<file path="config.mk">
export PLATFORM = sky130hd
export DESIGN_NAME = rr_arb8_sched
export DESIGN_NICKNAME = d
export VERILOG_FILES = /design/src/rtl/rr_arb8_pkg.sv /design/src/rtl/dec3to8.sv /design/src/rtl/rr_arb8_sched.sv
export SDC_FILE = /design/constraint.sdc
export NUM_CORES = 1
export LEC_CHECK = 0
export CAP_MARGIN = 20
export CORE_ASPECT_RATIO = 1.4
export CORE_MARGIN = 3
export CORE_UTILIZATION = 45
export DETAILED_ROUTE_END_ITERATION = 10
export PLACE_DENSITY = 0.7
export SLEW_MARGIN = 15
export SYNTH_ARGS = -nofsm -noshare
export SYNTH_HDL_FRONTEND = slang
export SYNTH_SLANG_ARGS = --single-unit
</file>
<file path="constraint.sdc">
create_clock -name clk -period 3.4 [get_ports clk]
set_input_delay 0.68 -clock clk [delete_from_list [all_inputs] [get_ports clk]]
set_output_delay 0.68 -clock clk [all_outputs]
set_load 0.005 [all_outputs]
</file>
<file path="src/rtl/rr_arb8_pkg.sv">
// rr_arb8_pkg: shared types, sizes and the round-robin search for rr_arb8_sched
package rr_arb8_pkg;
  localparam int N_REQ = 8;
  localparam int IDX_W = 3;
  typedef enum logic {IDLE, BUSY} state_t;
  // Returns {found, idx}. The scan runs from the far end back towards start,
  // so the last hit kept is the first set bit at or after start (mod 8).
  function automatic logic [IDX_W:0] rr_pick(input logic [N_REQ-1:0] req, input logic [IDX_W-1:0] start);
    logic [IDX_W-1:0] j;
    rr_pick = '0;
    for (int i = N_REQ - 1; i >= 0; i--) begin
      j = start + IDX_W'(i);
      if (req[j]) rr_pick = {1'b1, j};
    end
  endfunction
endpackage

</file>
<file path="src/rtl/dec3to8.sv">
// dec3to8: 3-to-8 one-hot decoder with enable
//   idx : binary index
//   en  : output all-zero when low
//   y   : one-hot result
module dec3to8
  import rr_arb8_pkg::*;
(
  input  logic [IDX_W-1:0] idx,
  input  logic             en,
  output logic [N_REQ-1:0] y
);
  always_comb y = en ? N_REQ'(1) << idx : '0;
endmodule

</file>
<file path="src/rtl/rr_arb8_sched.sv">
// rr_arb8_sched: 8-way round-robin scheduler with hold limit and one-hot grant
//   clk, rst_n : clock, async active-low reset
//   req        : request lines, bit i = requester i
//   done       : owner finished (used only while a grant is active)
//   gnt        : one-hot grant, zero when idle
//   gnt_idx    : binary index of current (or last) owner
//   gnt_valid  : a grant is active
//   timeout    : 1-cycle pulse after a release forced by MAX_HOLD
module rr_arb8_sched
  import rr_arb8_pkg::*;
#(
  parameter int MAX_HOLD = 15,
  parameter int CNT_W    = 8
) (
  input  logic             clk,
  input  logic             rst_n,
  input  logic [N_REQ-1:0] req,
  input  logic             done,
  output logic [N_REQ-1:0] gnt,
  output logic [IDX_W-1:0] gnt_idx,
  output logic             gnt_valid,
  output logic             timeout
);
  state_t state, state_n;
  logic [IDX_W-1:0] ptr, ptr_n, idx_n;
  logic [CNT_W-1:0] hold_cnt, cnt_n;
  logic [IDX_W:0] pick;
  logic at_limit, rel, to_n;
  always_ff @(posedge clk or negedge rst_n)
    if (!rst_n) begin
      state    <= IDLE;
      ptr      <= '0;
      gnt_idx  <= '0;
      hold_cnt <= '0;
      timeout  <= 1'b0;
    end else begin
      state    <= state_n;
      ptr      <= ptr_n;
      gnt_idx  <= idx_n;
      hold_cnt <= cnt_n;
      timeout  <= to_n;
    end
  // While busy the search starts just past the owner, so a still-requesting
  // owner is reached last and wins only when nobody else is asking.
  always_comb begin
    at_limit = hold_cnt == CNT_W'(MAX_HOLD - 1);
    rel      = state == BUSY && (done || !req[gnt_idx] || at_limit);
    pick     = rr_pick(req, state == BUSY ? gnt_idx + 3'd1 : ptr);
    state_n  = state;
    ptr_n    = ptr;
    idx_n    = gnt_idx;
    cnt_n    = hold_cnt;
    to_n     = 1'b0;
    if (state == IDLE) begin
      if (pick[IDX_W]) begin
        state_n = BUSY;
        idx_n   = pick[IDX_W-1:0];
        cnt_n   = '0;
      end
    end else if (rel) begin
      ptr_n   = gnt_idx + 3'd1;
      to_n    = at_limit && !done && req[gnt_idx];
      state_n = pick[IDX_W] ? BUSY : IDLE;
      idx_n   = pick[IDX_W] ? pick[IDX_W-1:0] : gnt_idx;
      cnt_n   = '0;
    end else
      cnt_n = hold_cnt + 1'b1;
  end
  assign gnt_valid = state == BUSY;
  dec3to8 u_dec (.idx(gnt_idx), .en(gnt_valid), .y(gnt));
endmodule
</file>
==> results.json, run 1 <==
{
  "grt_pass1_wl_mm": 8.90,
  "slew_headroom_pct": 41.3,
  "via_per_inst": 6.42,
  "cts_tree": "done",
  "die_area_um2": 4960,
  "syn_inst": 232,
  "wl_per_cell_um": 18.5,
  "ys_seq_area_share_pct": 21.5,
  "first_iter_violations": 127,
  "layout_setup_ws_ns": 0.168,
  "antenna_cells": 0,
  "synthFlopType": "dfrtp_1",
  "synth-seq-cells": 16,
  "fin_hold_ws_ns": 0.477,
  "layout_common_cells": "o21ai_0 (28), nand2_1 (27), clkdlybuf4s50_1 (23)",
  "grt_pass1_vias": 1828,
  "wl_met3_um": 322,
  "dpl.hpwl_mm": 4.42,
  "final-hold-violation-count": 0,
  "cp_max_fo": 14,
  "gp_congestion": 1.02,
  "htree_levels": 1,
  "grt_max_degree": 18,
  "drc": 0,
  "avgSynthCellArea_um2": 8.03,
  "worst_setup_path_end_kind": "flip-flop",
  "cts-buffers-inserted": 3,
  "synth_edf_count": 0,
  "die_x_um": 60.4,
  "top_layer_used": "met4",
  "min_path_type": "reg -> reg",
  "initial_utilization_pct": 47.1,
  "cts.sinks": 16,
  "period_minus_slack_ns": 3.23,
  "yosysWarnings": 0,
  "num-fill-cells": 366,
  "placementRows": 27,
  "core-area_um2": 3950,
  "dp_worst_setup_slack_ns": -0.0294,
  "maxCapViolations": 0,
  "final_common_cell": "o21ai_0",
  "area_delta_synth_final_pct": 20.3,
  "wl_met1_mm": 2.10,
  "grt-ovfl-total": 0,
  "vias": 1951,
  "synthesis.nets": 253,
  "antenna_found_initial": 0,
  "ys_types": 51,
  "cts_setup_buffers": 0,
  "finalSetupViolations": 0,
  "syn_area_um2": 1860,
  "finalCritPeriodShare_pct": 95.1,
  "final_layout_size_suffix_gt1_share_pct": 12.6,
  "wl_met2_mm": 2.96,
  "fin_skew_ns": 0.00383,
  "outcome": "finished, final reports clean",
  "final_util_pct": 56.7,
  "grt_setup_unrepaired": "false",
  "synthArstFlopShare_pct": 100,
  "fp.dieH_um": 82.1,
  "drt_wl_total_mm": 5.63,
  "holdBufCountCts": 0,
  "drv_slew": 0,
  "fmax_ghz": 0.309,
  "drtAntennaViolNets": 0,
  "startpoint_type": "flip-flop",
  "ctsResizeCount": 0,
  "setup_tns_ns": 0,
  "io_pins": 24,
  "worstPathArrival_ns": 3.37,
  "required_ns": 3.54,
  "cts.clk_slew.worst_paths_ns": 0.07,
  "portBuffers": 23,
  "final_nets": 284,
  "critical_path_class": "reg -> reg",
  "clockBufferDepth": 2,
  "grt.total_usage_pct": 23.8,
  "worst_pin_slew_ns": 0.880,
  "cts.root.buffer_cell": "clkbuf_8",
  "clk_latency_ns": 0.26,
  "firstDrtPassIters": 5
}
==> Yosys cell counts, types with 2 or more instances <==
library cell  count  area (um^2)
mux4_2            5          113
xnor2_1           4         35.0
and2_1            6         37.5
clkbuf_1          6         22.5
inv_1             5         18.8
o22ai_1           3         18.8
nand4_1           3         18.8
and3_1            5         31.3
a21oi_1           8         40.0
nor2_1           17         63.8
mux2_2            5         56.3
nand3_1          17         85.1
buf_4             2         15.0
mux2i_1          10          100
o21bai_1          2         15.0
xor2_1            2         17.5
ha_1             10          125
nor2b_1           4         25.0
a21boi_0          2         15.0
nand2b_1          4         25.0
a211oi_1          2         15.0
nor4_1            2         12.5
o21ai_0          28          140
nand2_1          27          101
nor2b_4           2         27.5
dfrtp_1          16          400
o31ai_1           3         22.5
a221oi_1          3         26.3
o211ai_1          2         15.0
o221ai_1          2         17.5
nor3_1            3         15.0
a31oi_1           3         18.8
==> sequential cells by signal, summed over array words and instances (netlist names) <==
register and count:
timeout 1, hold_cnt 8, ptr 3, gnt_idx 3, gnt_valid 1
==> area by class of cell <==
class | instances | area [um^2] | area share (%)
Multi-Input combinational cell | 201 | 1410 | 62.8
Timing Repair Buffer | 34 | 313 | 14.0
Tap cell | 43 | 53.8 | 2.40
Sequential cell | 16 | 400 | 17.9
Clock buffer | 3 | 41.3 | 1.84
Inverter | 7 | 26.3 | 1.17
==> stage by stage <==
step | instance area [um^2] | instances
4_1_cts | 2240 | 304
6_report | 2240 | 304
3_5_place_dp | 2200 | 301
2_1_floorplan | 1870 | 232
5_1_grt | 2240 | 304
3_3_place_gp | 2200 | 301
==> critical path, stage by stage (launching register included) <==
cell	delay, ns
dfrtp_1	0.38
buf_4	0.20
ha_1	0.23
ha_1	0.32
a21o_2	0.27
buf_4	0.19
o21ai_0	0.55
o21ai_0	0.31
o31a_1	0.35
o31ai_1	0.31
==> final timing paths <==
check | depth (start not counted) | slack (ns) | start | to
max | 9 | 0.17 | gnt_idx[0] | gnt_idx[0]
min | 1 | 0.48 | hold_cnt[7] | hold_cnt[7]
max reg2reg | 9 | 0.17 | gnt_idx[0] | gnt_idx[0]
min reg2reg | 1 | 0.48 | hold_cnt[7] | hold_cnt[7]
max in group asynchronous | 1 | 2.06 | rst_n | ptr[2]
min in group asynchronous | 1 | 0.86 | rst_n | hold_cnt[5]
==> cell families (layout without fill, tap and decap cells) <==
kind of cell             count (synthesis)  after routing  synth area share, %
AND/OR/NAND/NOR                         95             95                 26.9
AO/OA/AOI/OAI                           69             69                 23.4
multiplexers                            21             21                 15.2
flip-flops                              16             16                 21.5
buffers and inverters                   15             44                 3.42
adder cells (fa/ha/maj)                 10             10                 6.72
XOR/XNOR                                 6              6                 2.82
==> routing by layer <==
layer / GRT usage, % / up-vias
met5: 0 / -
met4: 14.0 / 0
met3: 1.71 / 23
met2: 43.0 / 99
met1: 26.6 / 903
li1: - / 926
Power of run 1 is left out: the tool's default activity adds up to more than one toggle a clock period on the data nets, which glitch-free logic cannot reach.
==> run 2, diff against run 1 <==
--- a/config.mk
+++ b/config.mk
@@ -9,7 +9,7 @@
 export CORE_ASPECT_RATIO = 1.4
 export CORE_MARGIN = 3
-export CORE_UTILIZATION = 45
+export CORE_UTILIZATION = 50
 export DETAILED_ROUTE_END_ITERATION = 10
-export PLACE_DENSITY = 0.7
+export PLACE_DENSITY = 0.76
 export SLEW_MARGIN = 15
 export SYNTH_ARGS = -nofsm -noshare
==> constraint.sdc (replaced) <==
create_clock -name clk -period 3.4 [get_ports clk]
set_input_delay 0.85 -clock clk [delete_from_list [all_inputs] [get_ports clk]]
set_output_delay 0.85 -clock clk [all_outputs]
set_load 0.005 [all_outputs]
==> run 2 against run 1 <==
Effect of this change: non-clock buffer count fell by 2; clock skew is 0.0025 ns lower; global-route usage increased by 0.84 points; via count down 1.7%; largest cell class unchanged; worst setup slack improved by 0.040 ns.
==> results.json, run 2 (synthesis gave the netlist of run 1 again) <==
{
  "grt_max_degree": 18,
  "fin_skew_ns": 0.00130,
  "period_minus_slack_ns": 3.19,
  "placementRows": 25,
  "drtAntennaViolNets": 0,
  "dpl.hpwl_mm": 4.00,
  "reg.largest.list": "hold_cnt (8), gnt_idx (3), ptr (3)",
  "cts.clk_slew.worst_paths_ns": 0.06,
  "crit_family": "multiplexers",
  "slowest_delay_ns": 0.52,
  "initial_utilization_pct": 53.7,
  "worst_pin_slew_ns": 0.740,
  "wl_per_cell_um": 17.3,
  "crit_chain": "inv_1 > ha_1 > mux2_2 > clkinv_1 > ha_1 > xnor2_2 > mux2_2 > nand3_1 > a21oi_1 > or4_1 > a31o_1",
  "clk_latency_ns": 0.24,
  "cts_setup_buffers": 0,
  "gp_congestion": 0.985,
  "clockBufferDepth": 2,
  "cts.root.buffer_cell": "clkbuf_8",
  "core-area_um2": 3470,
  "holdBufCountCts": 0,
  "htree_levels": 1,
  "final_common_cell": "o21ai_0",
  "setup_tns_ns": 0,
  "drt_wl_total_mm": 5.16,
  "min_path_type": "reg -> reg",
  "regArea_um2": 400,
  "worstPathArrival_ns": 3.33,
  "via_per_inst": 6.41,
  "fmax_ghz": 0.313,
  "maxCapViolations": 0,
  "ctsResizeCount": 0,
  "cts.sinks": 16,
  "outcome": "finished, final reports clean",
  "critical_path_class": "reg -> reg",
  "area_delta_synth_final_pct": 19.3,
  "finalCritPeriodShare_pct": 93.9,
  "vias": 1918,
  "registers.top_by_ff_count": "hold_cnt",
  "io_pins": 24,
  "required_ns": 3.54,
  "first_iter_violations": 140,
  "final_layout_size_suffix_gt1_share_pct": 12.0,
  "portBuffers": 23,
  "final_nets": 282,
  "slew_headroom_pct": 50.7,
  "drc": 0,
  "layout_common_cells": "o21ai_0 (28), nand2_1 (27), clkdlybuf4s50_1 (23)",
  "grt-ovfl-total": 0,
  "final-hold-violation-count": 0,
  "cp_num_buf_inv": 2,
  "cts_tree": "done",
  "fp.dieH_um": 78.2,
  "die_x_um": 57.6,
  "grt_setup_unrepaired": "false",
  "startpoint_type": "flip-flop",
  "finalSetupViolations": 0,
  "cp_max_fo": 8,
  "cpMaxStageDelayCell": "or4_1",
  "cts-buffers-inserted": 3,
  "multi_input_area_um2": 1410,
  "grt_pass1_vias": 1924,
  "grt_pass1_wl_mm": 9.12,
  "largest_reg_flops": 8,
  "firstDrtPassIters": 5,
  "antenna_found_initial": 0,
  "worst_setup_path_end_kind": "flip-flop",
  "drv_slew": 0,
  "num-fill-cells": 313,
  "antenna_cells": 0,
  "die_area_um2": 4500,
  "grt.total_usage_pct": 24.7
}
==> run 2: layout make-up <==
type / count / share of cell area [%]
multi-input combinational: 201 / 63.3
timing repair buffer: 32 / 13.4
clock buffer: 3 / 1.86
sequential: 16 / 18.0
tap: 40 / 2.25
inverter: 7 / 1.18
==> run 2: worst reg2reg max path: cells and delay by family, from the launching register on <==
kind | cells | cell delay (ns)
compound gates | 2 | 0.30
xor+xnor | 1 | 0.19
fa+ha+maj | 2 | 0.70
buf+inv | 2 | 0.18
flops | 1 | 0.37
mux | 2 | 0.71
simple gates | 2 | 0.63
==> run 2: worst paths after layout <==
kind	startpoint	end	slack [ns]	cells past startpoint
worst min-delay path	hold_cnt[7]	hold_cnt[7]	0.48	1
worst max register to register	gnt_idx[1]	gnt_idx[1]	0.21	11
min in group asynchronous	rst_n	ptr[0]	1.03	1
worst max-delay path	gnt_idx[1]	gnt_idx[1]	0.21	11
worst min register to register	hold_cnt[7]	hold_cnt[7]	0.48	1
max in group asynchronous	rst_n	gnt_idx[2]	1.92	1
==> run 2: stage by stage <==
stage,setup WS [ns],cells,cell area [um^2],hold WS (ns),util (%)
3_5_place_dp,0.125,296,2180,0.470,62.8
4_1_cts,0.243,299,2220,0.481,64.0
5_1_grt,0.0434,299,2220,0.505,64.0
2_1_floorplan,0.0139,232,1870,0.447,-
3_3_place_gp,0.156,296,2180,0.464,62.8
6_report,0.208,299,2220,0.479,64.0
==> run 2: layer usage <==
metal | part of all wire, % | GRT usage [%]
met1 | 38 | 30.5
met3 | 6.2 | 1.81
met5 | 0 | 0
met4 | 3.0 | 10.4
met2 | 53 | 43.0
Power of run 2 is left out for the same reason.
